--- config.mk ---
export PLATFORM = sky130hd
export DESIGN_NAME = m5_ps2_keymatrix
export DESIGN_NICKNAME = d
export VERILOG_FILES = /design/src/rtl/m5_kbd_pkg.sv /design/src/rtl/m5_kbd_evt_fifo.sv /design/src/rtl/m5_ps2_keymatrix.sv
export SDC_FILE = /design/constraint.sdc
export NUM_CORES = 1
export LEC_CHECK = 0
export CORE_MARGIN = 4
export CORE_UTILIZATION = 27
export CTS_CLUSTER_DIAMETER = 60
export DETAILED_ROUTE_END_ITERATION = 6
export PLACE_DENSITY = 0.47
export SLEW_MARGIN = 20
export SYNTH_ARGS = -nofsm -noshare
export SYNTH_HDL_FRONTEND = slang
export SYNTH_SLANG_ARGS = --single-unit
export TNS_END_PERCENT = 10
--- constraint.sdc ---
create_clock -name clk_sys -period 14.8 [get_ports clk_sys]
set_clock_uncertainty 0.15 [all_clocks]
set_input_delay 2.96 -clock clk_sys [delete_from_list [all_inputs] [get_ports clk_sys]]
set_output_delay 2.96 -clock clk_sys [all_outputs]
set_load 0.01 [all_outputs]
--- src/rtl/m5_kbd_pkg.sv ---
// Shared types and the PS/2 set-2 to Sord M5 matrix map for the keyboard bridge.
// Define M5_KBD_CURSOR_EN to map the extended arrow keys onto the M5 cursor keys.
package m5_kbd_pkg;

  localparam int NUM_ROWS = 7;
  localparam int NUM_COLS = 8;

  localparam logic [2:0] ROW_MOD  = 3'd0;
  localparam logic [2:0] ROW_NUM  = 3'd1;
  localparam logic [2:0] ROW_QWE  = 3'd2;
  localparam logic [2:0] ROW_ASD  = 3'd3;
  localparam logic [2:0] ROW_ZXC  = 3'd4;
  localparam logic [2:0] ROW_PUNC = 3'd5;
  localparam logic [2:0] ROW_MISC = 3'd6;

  typedef struct packed {
    logic       pressed;
    logic [2:0] row;
    logic [2:0] col;
  } key_evt_t;

  typedef struct packed {
    logic       valid;
    logic [2:0] row;
    logic [2:0] col;
  } key_map_t;

  function automatic key_map_t km(input logic [2:0] r, input logic [2:0] c);
    km = '{valid: 1'b1, row: r, col: c};
  endfunction

  // Key is {ext, code}; anything not listed is unmapped.
  function automatic key_map_t lookup_key(input logic ext, input logic [7:0] code);
    key_map_t m;
    m = '0;
    case ({ext, code})
      9'h014: m = km(ROW_MOD, 3'd0);   9'h011: m = km(ROW_MOD, 3'd1);
      9'h012: m = km(ROW_MOD, 3'd2);   9'h059: m = km(ROW_MOD, 3'd3);
      9'h029: m = km(ROW_MOD, 3'd6);   9'h05A: m = km(ROW_MOD, 3'd7);
      9'h016: m = km(ROW_NUM, 3'd0);   9'h01E: m = km(ROW_NUM, 3'd1);
      9'h026: m = km(ROW_NUM, 3'd2);   9'h025: m = km(ROW_NUM, 3'd3);
      9'h02E: m = km(ROW_NUM, 3'd4);   9'h036: m = km(ROW_NUM, 3'd5);
      9'h03D: m = km(ROW_NUM, 3'd6);   9'h03E: m = km(ROW_NUM, 3'd7);
      9'h015: m = km(ROW_QWE, 3'd0);   9'h01D: m = km(ROW_QWE, 3'd1);
      9'h024: m = km(ROW_QWE, 3'd2);   9'h02D: m = km(ROW_QWE, 3'd3);
      9'h02C: m = km(ROW_QWE, 3'd4);   9'h035: m = km(ROW_QWE, 3'd5);
      9'h03C: m = km(ROW_QWE, 3'd6);   9'h043: m = km(ROW_QWE, 3'd7);
      9'h01C: m = km(ROW_ASD, 3'd0);   9'h01B: m = km(ROW_ASD, 3'd1);
      9'h023: m = km(ROW_ASD, 3'd2);   9'h02B: m = km(ROW_ASD, 3'd3);
      9'h034: m = km(ROW_ASD, 3'd4);   9'h033: m = km(ROW_ASD, 3'd5);
      9'h03B: m = km(ROW_ASD, 3'd6);   9'h042: m = km(ROW_ASD, 3'd7);
      9'h01A: m = km(ROW_ZXC, 3'd0);   9'h022: m = km(ROW_ZXC, 3'd1);
      9'h021: m = km(ROW_ZXC, 3'd2);   9'h02A: m = km(ROW_ZXC, 3'd3);
      9'h032: m = km(ROW_ZXC, 3'd4);   9'h031: m = km(ROW_ZXC, 3'd5);
      9'h03A: m = km(ROW_ZXC, 3'd6);   9'h041: m = km(ROW_ZXC, 3'd7);
      9'h046: m = km(ROW_PUNC, 3'd0);  9'h045: m = km(ROW_PUNC, 3'd1);
      9'h04E: m = km(ROW_PUNC, 3'd2);  9'h055: m = km(ROW_PUNC, 3'd3);
      9'h049: m = km(ROW_PUNC, 3'd4);  9'h04A: m = km(ROW_PUNC, 3'd5);
      9'h04C: m = km(ROW_PUNC, 3'd6);  9'h05D: m = km(ROW_PUNC, 3'd7);
      9'h044: m = km(ROW_MISC, 3'd0);  9'h04D: m = km(ROW_MISC, 3'd1);
      9'h054: m = km(ROW_MISC, 3'd2);  9'h05B: m = km(ROW_MISC, 3'd3);
`ifdef M5_KBD_CURSOR_EN
      9'h175: m = km(ROW_MISC, 3'd4);  9'h172: m = km(ROW_MISC, 3'd5);
      9'h16B: m = km(ROW_MISC, 3'd6);  9'h174: m = km(ROW_MISC, 3'd7);
`else
`endif
      default: m = '0;
    endcase
    return m;
  endfunction

endpackage

--- src/rtl/m5_kbd_evt_fifo.sv ---
// Small key-event FIFO; a push into a full FIFO is accepted only when a pop frees a slot that cycle.
module m5_kbd_evt_fifo
  import m5_kbd_pkg::*;
#(
  parameter int FIFO_DEPTH = 4,
  localparam int PW = $clog2(FIFO_DEPTH),
  localparam int CW = $clog2(FIFO_DEPTH + 1)
) (
  input  logic          clk_sys,
  input  logic          reset,
  input  logic          push_i,
  input  key_evt_t      evt_i,
  input  logic          pop_i,
  output key_evt_t      evt_o,
  output logic          full_o,
  output logic [CW-1:0] count_o
);
  localparam logic [CW-1:0] FULL_CNT = CW'(FIFO_DEPTH);

  key_evt_t      mem_q [FIFO_DEPTH];
  key_evt_t      mem_d [FIFO_DEPTH];
  logic [PW-1:0] wr_ptr_q, wr_ptr_d, rd_ptr_q, rd_ptr_d;
  logic [CW-1:0] count_q, count_d;
  logic          do_push, do_pop;

  always_comb begin
    do_pop   = pop_i && (count_q != '0);
    do_push  = push_i && ((count_q != FULL_CNT) || do_pop);
    mem_d    = mem_q;
    wr_ptr_d = wr_ptr_q;
    rd_ptr_d = rd_ptr_q;
    if (do_push) begin
      mem_d[wr_ptr_q] = evt_i;
      wr_ptr_d        = wr_ptr_q + 1'b1;
    end
    if (do_pop) rd_ptr_d = rd_ptr_q + 1'b1;
    count_d = count_q + CW'(do_push) - CW'(do_pop);
  end

  always_ff @(posedge clk_sys or posedge reset) begin
    if (reset) begin
      for (int i = 0; i < FIFO_DEPTH; i++) mem_q[i] <= '0;
      wr_ptr_q <= '0;
      rd_ptr_q <= '0;
      count_q  <= '0;
    end else begin
      mem_q    <= mem_d;
      wr_ptr_q <= wr_ptr_d;
      rd_ptr_q <= rd_ptr_d;
      count_q  <= count_d;
    end
  end

  assign evt_o   = mem_q[rd_ptr_q];
  assign full_o  = (count_q == FULL_CNT);
  assign count_o = count_q;

endmodule

--- src/rtl/m5_ps2_keymatrix.sv ---
// hps_io ps2_key events -> Sord M5 keyboard matrix, applied through a FIFO at HOLD_CYCLES spacing.
// M5_KBD_CURSOR_EN (see m5_kbd_pkg) enables the cursor-key mapping.
module m5_ps2_keymatrix
  import m5_kbd_pkg::*;
#(
  parameter int HOLD_CYCLES = 1_000_000,
  parameter int FIFO_DEPTH  = 4
) (
  input  logic        clk_sys,
  input  logic        reset,
  input  logic [10:0] ps2_key_i,
  input  logic [2:0]  row_sel_i,
  output logic [7:0]  row_data_o,
  output logic        any_key_o,
  output logic        overflow_o
);
  localparam int HW = $clog2(HOLD_CYCLES + 1);
  localparam int CW = $clog2(FIFO_DEPTH + 1);
  localparam logic [HW-1:0] HOLD_LOAD = HW'(HOLD_CYCLES - 1);

  logic            primed_q, primed_d, tog_ref_q, tog_ref_d;
  logic [1:0]      vld_pipe_q, vld_pipe_d;  // [0] detect stage, [1] mapped event ready to push
  logic            s1_ext_q, s1_ext_d, s1_pressed_q, s1_pressed_d;
  logic [7:0]      s1_code_q, s1_code_d;
  key_evt_t        s2_evt_q, s2_evt_d, pop_evt;
  key_map_t        map;
  logic [HW-1:0]   hold_cnt_q, hold_cnt_d;
  logic [7:0][7:0] matrix_q, matrix_d;
  logic [7:0]      row_data_q, row_data_d;
  logic            overflow_q, overflow_d;
  logic            fifo_full, pop;
  logic [CW-1:0]   fifo_cnt;

  always_comb begin
    primed_d     = 1'b1;
    tog_ref_d    = ps2_key_i[10];
    s1_ext_d     = s1_ext_q;
    s1_code_d    = s1_code_q;
    s1_pressed_d = s1_pressed_q;
    vld_pipe_d[0] = primed_q && (ps2_key_i[10] != tog_ref_q);
    if (vld_pipe_d[0]) begin
      s1_pressed_d = ps2_key_i[9];
      s1_ext_d     = ps2_key_i[8];
      s1_code_d    = ps2_key_i[7:0];
    end
    map           = lookup_key(s1_ext_q, s1_code_q);
    vld_pipe_d[1] = vld_pipe_q[0] && map.valid;
    s2_evt_d      = '{pressed: s1_pressed_q, row: map.row, col: map.col};

    pop        = (fifo_cnt != '0) && (hold_cnt_q == '0);
    overflow_d = vld_pipe_q[1] && fifo_full && !pop;
    hold_cnt_d = (hold_cnt_q != '0) ? hold_cnt_q - 1'b1 : hold_cnt_q;
    matrix_d   = matrix_q;
    if (pop) begin
      matrix_d[pop_evt.row][pop_evt.col] = pop_evt.pressed;
      hold_cnt_d = HOLD_LOAD;
    end
    matrix_d[7] = '0;
    // Registering from the next-state matrix keeps the toggle-to-output latency at four cycles.
    row_data_d  = matrix_d[row_sel_i];
  end

  always_ff @(posedge clk_sys or posedge reset) begin
    if (reset) begin
      primed_q     <= 1'b0;
      tog_ref_q    <= 1'b0;
      vld_pipe_q   <= '0;
      s1_ext_q     <= 1'b0;
      s1_code_q    <= '0;
      s1_pressed_q <= 1'b0;
      s2_evt_q     <= '0;
      hold_cnt_q   <= '0;
      matrix_q     <= '0;
      row_data_q   <= '0;
      overflow_q   <= 1'b0;
    end else begin
      primed_q     <= primed_d;
      tog_ref_q    <= tog_ref_d;
      vld_pipe_q   <= vld_pipe_d;
      s1_ext_q     <= s1_ext_d;
      s1_code_q    <= s1_code_d;
      s1_pressed_q <= s1_pressed_d;
      s2_evt_q     <= s2_evt_d;
      hold_cnt_q   <= hold_cnt_d;
      matrix_q     <= matrix_d;
      row_data_q   <= row_data_d;
      overflow_q   <= overflow_d;
    end
  end

  m5_kbd_evt_fifo #(.FIFO_DEPTH(FIFO_DEPTH)) u_fifo (
    .clk_sys (clk_sys),
    .reset   (reset),
    .push_i  (vld_pipe_q[1]),
    .evt_i   (s2_evt_q),
    .pop_i   (pop),
    .evt_o   (pop_evt),
    .full_o  (fifo_full),
    .count_o (fifo_cnt)
  );

  assign row_data_o = row_data_q;
  assign any_key_o  = |matrix_q;
  assign overflow_o = overflow_q;

endmodule
==> qor.csv <==
stage,metric,value,unit
timing,finalSetupViolCount,0,
yosys,syn-num-nets,727,
global_routing,grt-ovfl-total,0,
final_layout,ff_latch_area,3530,um2
global_routing,globalRouteTotalUtil,12.6,%
yosys,postSynthAreaPerCell,10.6,um2
timing,fin_crit,5.63,ns
placed_design,port_buffers,25,
power_and_ir_drop,p_switching,448,uW
cts,clk_latency,0.43,ns
timing,tightest_slew,1.07,ns
yosys,ys_ff_latch,141,
yosys,yosysSeqAreaShare,47.6,%
final_layout,multiInputGateArea,3660,um2
cts,cts_buffers,17,
floorplan,dieWidth,174,um
power_and_ir_drop,pwr-share-clk,34.1,%
worst_setup_path,slowest_stage,or4_1,
drt,met3_length,741,um
yosys,synth-edff-count,0,
power_and_ir_drop,p_sw_share,35.7,%
power_and_ir_drop,p_per_area,147,nW/um2
placed_design,gp_congestion,0.817,
power_and_ir_drop,peakVddDrop,0.0600,mV
yosys,syn-cell-area,7410,um2
drt,dr.max_layer_used,met4,
final_layout,layout_commonest_cell,dfrtp_1,
drt,totalWireLength,18700,um
cts,clk_pin_slew,0.06,ns
yosys,yosys_most_used_dff,dfrtp_1,
worst_setup_path,crit_chain,nor4_1 > nand4_1 > or4_1 > clkdlybuf4s50_1,
timing,relSlewSlack,27.8,%
final_layout,drive_gt1_share,19.5,%
timing,rsz0062_at_grt,false,
cts,postCtsHoldBufs,0,
worst_setup_path,required,11.69,ns
drt,drt-pass1-iter-count,4,
power_and_ir_drop,p_int,809,uW
drt,routed_via_density,5.11,
status,status,finished clean,
worst_setup_path,path_class,flip-flop to output pin,
final_layout,finish.utilization,31.8,%
floorplan,ios,26,
worst_setup_path,cp-end-kind,output pin,
drt,via_count,5419,
worst_setup_path,startpoint_type,flip-flop,
floorplan,core_area,27000,um2
yosys,ys_warn_count,0,
power_and_ir_drop,comb_power_share,24.8,%
min_path,hp-class,flip-flop to flip-flop,
cts,cts_setup_buffers,0,
cts,cts.path.max_buffers,2,
cts,cts_resized,0,
drt,drc_errors,0,
power_and_ir_drop,sequentialPowerShare,41.1,%
final_layout,layout-area-overhead-vs-synth,15.7,%
final_layout,finalNetCount,737,
worst_setup_path,r2r_cells,9,
yosys,synthArstFlopShare,100,%
final_layout,fillers,2760,
floorplan,dieArea,30200,um2
final_layout,n_antenna_cell,0,
timing,hold_viol,0,
global_routing,antenna_found_initial,0,
timing,fin_setup_tns,0,ns
min_path,min_path_cells,0,
global_routing,grt_pass1_wl,30600,um
drt,wl_met1,9130,um
cts,cts-htree-levels,4,
drt,drt_iter0_drc,398,
yosys,ys_types,60,
drt,detail-route-antenna-nets,0,
cts,clkSinkCount,141,
cts,cts_tree,done,
worst_setup_path,critPathMaxFanout,2,
drt,wl_met2,8610,um
timing,clock.fmax,0.178,GHz
timing,finalCritPeriodShare,38.0,%
floorplan,start_util,27.5,%
cts,root_buffer,clkbuf_16,
global_routing,grt_pass1_vias,5424,
global_routing,grt_max_degree,79,
placed_design,dp_hpwl,13000,um
power_and_ir_drop,power,1.26,mW
timing,slew_violations,0,
run,max_cap_viol_count,0,
floorplan,rows,60,
worst_setup_path,critPathMaxStageDelay,0.53,ns
yosys,syn-instance-count,696,
drt,routedWlPerCell,17.6,um
power_and_ir_drop,p_leak,3.68,nW
final_layout,layout_common_cells,"141 x dfrtp_1, 85 x mux2_2, 71 x nand2_1, 36 x nor2_1, 30 x nor3_1",
floorplan,die_y,174,um
worst_setup_path,cp.arrival,2.52,ns
[area by class of cell]
class	instances	area share (%)
multi-input combinational	498	42.6
inverter	20	0.934
tap	341	4.98
clock buffer	17	4.96
timing repair buffer	28	3.41
clock inverter	15	1.94
sequential	141	41.1
[path summary, 6_finish.rpt]
| kind | from | end | slack, ns |
|---|---|---|---|
| worst max register to register | hold_cnt_q[0] | row_data_o[7] | 10.80 |
| worst max-delay path | matrix_q[47] | any_key_o | 9.17 |
| worst min register to register | s1_pressed_q | s2_evt_q[6] | 0.24 |
| min in group asynchronous | reset | hold_cnt_q[9] | 2.84 |
| worst min-delay path | s1_pressed_q | s2_evt_q[6] | 0.24 |
| max in group asynchronous | reset | matrix_q[36] | 10.58 |
[kinds of logic (layout without fill, tap and decap cells)]
group,count (synthesis),after routing,synth area share (%)
AND/OR/NAND/NOR,261,261,18.8
flip-flops,141,141,47.6
multiplexers,110,110,17.5
AO/OA/AOI/OAI,98,98,8.75
buffers and inverters,57,80,3.04
adder cells (fa/ha/maj),15,15,2.63
XOR/XNOR,13,13,1.54
other,1,1,0.0506
[through the flow]
step | worst slack [ns] | hold WS [ns] | instance area, um2 | instances
global route | 9.00 | 0.257 | 8580 | 1060
global placement | 9.60 | 0.238 | 7960 | 1027
detailed placement | 9.58 | 0.230 | 7960 | 1027
finish | 9.17 | 0.242 | 8580 | 1060
floorplan | 7.91 | 0.204 | 7410 | 696
CTS | 9.17 | 0.253 | 8550 | 1059
[metal layers]
layer / track usage (%) / vias up
li1: - / 2587
met1: 17.7 / 2715
met2: 19.4 / 101
met3: 3.05 / 16
met4: 3.53 / 0
met5: 0 / -
[registers in the layout, summed over array words and instances, names as in the netlist, 2 cells and up]
| signal | cells |
|---|---|
| u_fifo.rd_ptr_q | 2 |
| vld_pipe_q | 2 |
| u_fifo.count_o | 3 |
| matrix_q | 56 |
| u_fifo.mem_q | 28 |
| row_data_o | 8 |
| u_fifo.wr_ptr_q | 2 |
| hold_cnt_q | 20 |
| s1_code_q | 8 |
| s2_evt_q | 7 |
[power by group through the flow]
stage	registers, mW	clock network, mW	logic (mW)
after floorplan	0.495	0	0.252
after global placement	0.524	0	0.312
after detailed placement	0.524	0	0.312
after CTS	0.517	0.441	0.313
after global routing	0.528	0.460	0.351
final	0.516	0.428	0.312
[cells in the mapped netlist (all sizes together) (9+ instances only)]
master / instances / area share [%]
a21oi: 23 / 1.6
clkbuf: 30 / 1.5
dfrtp: 141 / 48
ha: 14 / 2.4
inv: 20 / 1.0
mux2: 86 / 13
mux2i: 17 / 2.3
nand2: 71 / 3.6
nand2b: 13 / 1.1
nand3: 12 / 0.81
nand4: 15 / 1.3
nor2: 36 / 1.8
nor2b: 16 / 1.4
nor3: 32 / 2.3
nor4: 28 / 2.5
o21ai: 23 / 1.6
xnor2: 9 / 1.1
[worst max-delay path: cells and delay by family (launching register included)]
kind          cells  cell delay, ns
simple gates      3            1.20
flops             1            0.39
buf+inv           1            0.50
(Power assumes the default switching activity.)
